File: config.mk
export PLATFORM = sky130hd
export DESIGN_NAME = aer_event_packetizer
export DESIGN_NICKNAME = d
export VERILOG_FILES = /design/src/rtl/aer_event_packetizer.sv
export SDC_FILE = /design/constraint.sdc
export NUM_CORES = 1
export LEC_CHECK = 0
export BUFFER_PORTS_ARGS = -buffer_cell sky130_fd_sc_hd__buf_2
export CAP_MARGIN = 20
export CORE_UTILIZATION = 50
export CTS_CLUSTER_SIZE = 14
export DETAILED_ROUTE_END_ITERATION = 10
export PLACE_DENSITY_LB_ADDON = 0.3
export SLEW_MARGIN = 20
export SYNTH_ARGS = -nofsm -noshare
export SYNTH_HDL_FRONTEND = slang
export SYNTH_SLANG_ARGS = --single-unit
export TNS_END_PERCENT = 10
File: constraint.sdc
create_clock -name clk -period 5.2 [get_ports clk]
set_clock_uncertainty 0.1 [all_clocks]
set_input_delay 1.04 -clock clk [delete_from_list [all_inputs] [get_ports clk]]
set_output_delay 1.04 -clock clk [all_outputs]
set_load 0.01 [all_outputs]
File: src/rtl/aer_event_packetizer.sv
// AER 4-phase receiver: synchronizes req, timestamps each event into a FWFT FIFO, streams it valid/ready.
// ack rises 2 clk after synced req; full FIFO (no same-cycle pop) drops the event but ack is still issued.
module aer_event_packetizer #(
  parameter int ROW_W = 2,
  parameter int COL_W = 2,
  parameter int TS_W  = 16,
  parameter int DEPTH = 8,
  localparam int PKT_W = TS_W + 1 + ROW_W + COL_W,
  localparam int AW    = $clog2(DEPTH)
) (
  input  logic             clk,
  input  logic             rst_n,
  input  logic             req,
  input  logic [ROW_W-1:0] row_addr,
  input  logic [COL_W-1:0] col_addr,
  input  logic             on,
  output logic             ack,
  output logic             out_valid,
  input  logic             out_ready,
  output logic [PKT_W-1:0] out_data,
  output logic [AW:0]      level,
  output logic [7:0]       drop_cnt
);

  typedef enum logic [1:0] {IDLE, PUSH, WAIT_LO} state_t;

  state_t           state, state_nxt;
  logic             req_m, req_s;
  logic [TS_W-1:0]  ts;
  logic [PKT_W-1:0] pkt;
  logic [PKT_W-1:0] mem [DEPTH];
  logic [AW-1:0]    wr_ptr, rd_ptr;
  logic [AW:0]      cnt;
  logic [7:0]       drops;
  logic             ack_r, ack_nxt;
  logic             full, pop, push, do_latch, do_drop;

  assign full = (cnt == (AW+1)'(DEPTH));
  assign pop  = (cnt != '0) && out_ready;

  always_ff @(posedge clk or negedge rst_n) begin
    if (!rst_n) begin
      req_m <= 1'b0;
      req_s <= 1'b0;
      ts    <= '0;
    end else begin
      req_m <= req;
      req_s <= req_m;
      ts    <= ts + TS_W'(1);
    end
  end

  always_ff @(posedge clk or negedge rst_n) begin
    if (!rst_n) begin
      state <= IDLE;
      ack_r <= 1'b0;
    end else begin
      state <= state_nxt;
      ack_r <= ack_nxt;
    end
  end

  // ack only changes on the PUSH and WAIT_LO exits, so it is stable while IDLE
  always_comb begin
    state_nxt = state;
    ack_nxt   = ack_r;
    do_latch  = 1'b0;
    push      = 1'b0;
    do_drop   = 1'b0;
    case (state)
      IDLE: begin
        if (req_s) begin
          do_latch  = 1'b1;
          state_nxt = PUSH;
        end
      end
      PUSH: begin
        push      = !full || pop;
        do_drop   = full && !pop;
        ack_nxt   = 1'b1;
        state_nxt = WAIT_LO;
      end
      WAIT_LO: begin
        if (!req_s) begin
          ack_nxt   = 1'b0;
          state_nxt = IDLE;
        end
      end
      default: state_nxt = IDLE;
    endcase
  end

  always_ff @(posedge clk) begin
    if (do_latch) pkt <= {ts, on, row_addr, col_addr};
    if (push)     mem[wr_ptr] <= pkt;
  end

  always_ff @(posedge clk or negedge rst_n) begin
    if (!rst_n) begin
      wr_ptr <= '0;
      rd_ptr <= '0;
      cnt    <= '0;
      drops  <= 8'd0;
    end else begin
      if (push) wr_ptr <= wr_ptr + AW'(1);
      if (pop)  rd_ptr <= rd_ptr + AW'(1);
      case ({push, pop})
        2'b10:   cnt <= cnt + (AW+1)'(1);
        2'b01:   cnt <= cnt - (AW+1)'(1);
        default: cnt <= cnt;
      endcase
      if (do_drop && drops != 8'hFF) drops <= drops + 8'd1;
    end
  end

  assign ack       = ack_r;
  assign out_valid = (cnt != '0);
  assign out_data  = mem[rd_ptr];
  assign level     = cnt;
  assign drop_cnt  = drops;

endmodule

After elaboration in Yosys (flattened, before gate mapping) --
Memory sizes are Yosys's and may differ from the RTL's. Index checks and enable logic that the tools add are counted.
Storage, ports and cells: flip-flop bits (word level) 60, RAM bits 168, bits of input ports 9, logic and storage cells 49, memories 1
Operators by class: add/sub/neg operators 6, equality and inequality tests 8, multiplexer cells 12, reduce and logical (&&, ||, !) cells 12
Memory list:
- mem | words 8, width 21, read ports 1, clocked after Yosys merged registers in 0, write ports 1, RTL line 31 | logic [PKT_W-1:0] mem [DEPTH];
Operators with widths (number):
- $add 16x1->16 const B | 1
- $add 8x1->8 const B | 1
- $ne 8x8->1 const B | 1
- $pmux 4 s2 | 1
- $mux 1 | 7
- $add 3x1->3 const B | 2
- $pmux 2 s3 | 1
- $add 4x1->4 const B | 1
- $eq 2x1->1 const B | 2
- $eq 2x2->1 const B | 2
- $eq 4x4->1 const B | 1
- $mux 2 | 2
- $ne 2x2->1 const B | 2
- $reduce_and 2->1 | 2
- $reduce_bool 2->1 | 2
- $reduce_bool 4->1 | 1
- $sub 4x1->4 const B | 1
- $logic_and 1x1->1 | 3
- $logic_not 1->1 | 2
- $logic_not 2->1 | 1
- $pmux 1 s2 | 1
- $logic_or 1x1->1 | 1

Depth between registers and ports, before layout --
depth after elaboration 6, mapped depth 8, mapped depth without buffers 7

Least setup slack after synthesis --
OpenSTA, ideal clock, no wires.
path type input port to flip-flop, from input out_ready, to memory mem[0][0] in the netlist's numbering, enable pin, data arrival time 3.125 ns, setup slack 1.549 ns, stages on the path 5, path buffers 1, cell sequence buf_2 nor2b_1 a21oi_2 nand2b_1 nor3_1
On the way: word-level cells in the longest chain between the ends 5
Ends and longest elaborated chain:
- start: declaration | RTL line 19 | input logic out_ready,
- $logic_and 1x1->1 | RTL line 39 | assign pop = (cnt != '0) && out_ready;
- $logic_or 1x1->1 | RTL line 78 | push = !full || pop;
- $mux 1 | RTL line 70 | case (state)
- $mux 1 | RTL line 95 | if (push) mem[wr_ptr] <= pkt;
- $mux 1 (not written as such) | RTL line 95
- end: declaration | RTL line 31
No other way between the ends.

Final worst setup path --
from register rd_ptr[0], to output out_data[12]
On the way: word-level cells in the longest chain between the ends 1
Ends and longest elaborated chain:
- start: declaration | RTL line 32 | logic [AW-1:0] wr_ptr, rd_ptr;
- start signal: assignment | RTL line 106 | if (pop) rd_ptr <= rd_ptr + AW'(1);
- $mem_v2 8x21
- end: declaration | RTL line 20 | output logic [PKT_W-1:0] out_data,
No other way between the ends.

==> results.ini <==
[logic_synthesis]
ys_warn_count = 0
synth.top_cell.area_share = 0.644
ys_seq_area_frac = 0.755
synth.largest_area_cell = edfxtp_1
synth.net_count = 458
synth_fa_ha_area_frac = 0.0108
syn_inst = 442
synth_xor_area_frac = 0.0248
ys_seq_elements = 228
synth_area_leaders = edfxtp_1 64%, dfrtp_1 11%, mux4_2 11%, mux2_2 2.9%, xnor2_1 1.4%
netlist-cell-type-count = 39
synth-simple-area-share = 0.0491
synthMuxAreaShare = 0.140
synth_compound_area_frac = 0.0102
syn_area_um2 = 8810
synth_top_family_by_area = multiplexers
postSynthAreaPerCell_um2 = 19.9

[clocking]
path_clk_slew_ns = 0.06
hold_buffers = 0
cts.path.max_buffers = 3
cts_buffers = 24
cts_setup_buffers = 0
insertion_delay_ns = 0.50
cts_resized = 0
cts.sinks = 228
root_buffer = clkbuf_16
cts_htree_levels = 1
cts_tree = yes

[routing]
topRoutingLayerUsed = met4
m1WireLength_um = 6470
wl_met2_um = 7990
wl_met3_um = 683
dr.pass1.iters = 4
drc = 0
vias = 4234
drt_wl_total_um = 15500
initialDrtViolationCount = 247
postRouteAntennaNets = 0
routed_via_density = 5.65
wire_per_inst_um = 20.6

[power]
p_per_area_nw_per_um2 = 550
p_int_w = 0.00412
max-vdd-ir-drop_mv = 0.271
comb_power_share = 0.225
power_switching_w = 0.00152
leakage_nw = 3.60
totalPowerFinal_w = 0.00564
seqPwrFrac = 0.446
swShare = 0.269
power.share.clock = 0.329

[floorplanning]
io_pins = 44
die_area_um2 = 18200
initial_core_util = 0.511
placement_rows = 48
fp.dieH_um = 135
core_um2 = 17200
die_w_um = 135

[layout]
seqCellArea_um2 = 6660
drive_gt1_frac = 0.323
insertedDiodeCount = 0
area_growth_syn_to_layout_pct = 16.3
fin_nets = 522
stdcell_count = 749
final.fill_count = 1228
multi_input_area_um2 = 2110

[timing]
worst_slew_margin_rel = 0.404
setup_viol = 0
rsz0062_at_grt = false
layout_min_cycle_time_ns = 3.81
clock.fmax_mhz = 262
setup_tns_ns = 0
finalHoldViolCount = 0
tightest_slew_ns = 0.894
final.period_utilization = 0.733
report.final.slew_viol_count = 0

[setup_path]
cp_data_arrival_time_ns = 2.67
r2r_slack_ns = 2.44
critPathTopFamily = flip-flops
rr_worst_depth = 7
path_class = reg2out
cp.required_ns = 4.06
r2r-start = level[1]$_DFFE_PN0P_
crit_slowest_cell = dfrtp_2
critPathBufInv = 2
cp-end-kind = output port
worstSetupStartpointType = flip-flop
cp_cell_sequence = buf_12 -> mux4_2 -> mux2_2 -> buf_2
cp_slowest_stage_delay_ns = 0.85
cp_max_fo = 24
rr_endpoint = level[3]$_DFFE_PN0P_

[global_route]
overflow = 0
antenna_found_initial = 0
grt_pass1_wl_um = 24400
grt_pass1_vias = 4464
grt_usage = 0.180
grt_start_max_net_pins = 45

[placed_design]
globalplace.congestion = 0.739
dp.cells = 705
hpwl_um = 8860
io_buffer_count = 43

[worst_hold_path]
min-delay-path-class = reg2reg
min_to = req_s$_DFF_PN0_
min_from = req_m$_DFF_PN0_
hold_depth = 0

[run]
drv_cap = 0

[status]
status = completed

[metrics by stage]
step	instance area [µm²]	hold WS, ns	util	setup slack, ns
2_1_floorplan	8810	0.231	-	1.55
3_3_place_gp	9370	0.239	0.543	1.85
3_5_place_dp	9370	0.243	0.543	1.84
4_1_cts	10200	0.256	0.595	1.30
5_1_grt	10300	0.256	0.595	1.22
6_report	10300	0.254	0.595	1.39
[placed cells by master (no fill, tap or decap), types with 8 or more instances in the layout]
cell type | synthesis | layout
xnor2_1 | 14 | 14
buf_2 | 3 | 43
buf_4 | 3 | 8
mux4_2 | 42 | 42
xor2_1 | 11 | 11
mux2_2 | 23 | 23
edfxtp_1 | 189 | 189
nand3_1 | 10 | 10
clkbuf_16 | 0 | 25
dfrtp_1 | 39 | 37
nor2_1 | 15 | 9
nand2_1 | 17 | 17
[logic make-up after synthesis]
group                    Yosys count
AND/OR/NAND/NOR                   79
AO/OA/AOI/OAI                     15
buffers and inverters             20
adder cells (fa/ha/maj)            7
multiplexers                      68
XOR/XNOR                          25
flip-flops                       228
[power by group through the flow]
stage	logic [W]	registers, W	clock network, W
after global placement	0.00128	0.00254	0
after global routing	0.00138	0.00255	0.00195
after floorplan	0.000995	0.00240	0
after CTS	0.00131	0.00252	0.00188
after detailed placement	0.00130	0.00255	0
final	0.00127	0.00251	0.00186
[layout make-up]
| type | instances | area share |
|---|---|---|
| clock buffer | 34 | 0.0663 |
| clock inverter | 10 | 0.0198 |
| inverter | 6 | 0.00220 |
| multi-input combinational | 194 | 0.206 |
| sequential | 228 | 0.649 |
| tap | 225 | 0.0275 |
| timing repair buffer | 52 | 0.0288 |
[state kept, by name, summed over array words and instances, names as in the netlist]
register	cells
req_m	1
rd_ptr	3
pkt	21
ts	16
drop_cnt	8
wr_ptr	3
state	2
mem	168
level	4
req_s	1
ack	1
[synth_stat cells]
library cell	instances
nor3_4	1
inv_1	6
a21oi_2	1
or3_1	1
nor3b_1	3
nand4_1	3
nand2b_1	6
buf_2	3
nor2_1	15
nor4_1	2
mux2i_1	2
o21ai_0	3
edfxtp_1	189
mux2_1	1
fa_1	1
xnor2_1	14
o211ai_1	2
nand2_1	17
clkbuf_1	8
o41ai_1	1
nand3b_1	1
a21oi_1	7
ha_1	6
nor2b_1	2
and4bb_2	1
nand3_1	10
mux2_2	23
and2b_1	1
buf_4	3
dfrtp_1	39
or4_1	1
and4_1	4
xor2_1	11
and3_1	3
nand3_2	1
nor3_1	5
and2_1	2
mux4_2	42
a211oi_1	1
[worst max-delay path by stage]
stage,end,from,slack [ns],cells past startpoint
finish,out_data[12],rd_ptr[0]$_DFFE_PN0P_,1.39,4
global route,out_data[12],rd_ptr[0]$_DFFE_PN0P_,1.22,4
CTS,out_data[12],rd_ptr[0]$_DFFE_PN0P_,1.30,4
detailed placement,out_data[15],rd_ptr[0]$_DFFE_PN0P_,1.84,4
global placement,out_data[15],rd_ptr[0]$_DFFE_PN0P_,1.85,4
floorplan,mem[0][0]$_DFFE_PP_,out_ready,1.55,5
[layer usage]
metal	up-vias	global-route usage
li1	1884	-
met5	-	0
met3	28	0.0263
met1	2222	0.234
met2	100	0.317
met4	0	0.0543
[worst register-to-register path: stages, from the launching register on]
cell and delay, ns:
dfrtp_1 0.48, o41ai_1 0.77, nor2_1 0.22, ha_1 0.33, a211oi_1 0.30, o21ai_0 0.17
mux2i_1 0.19, nand3_1 0.09
(Power assumes the default switching activity.)
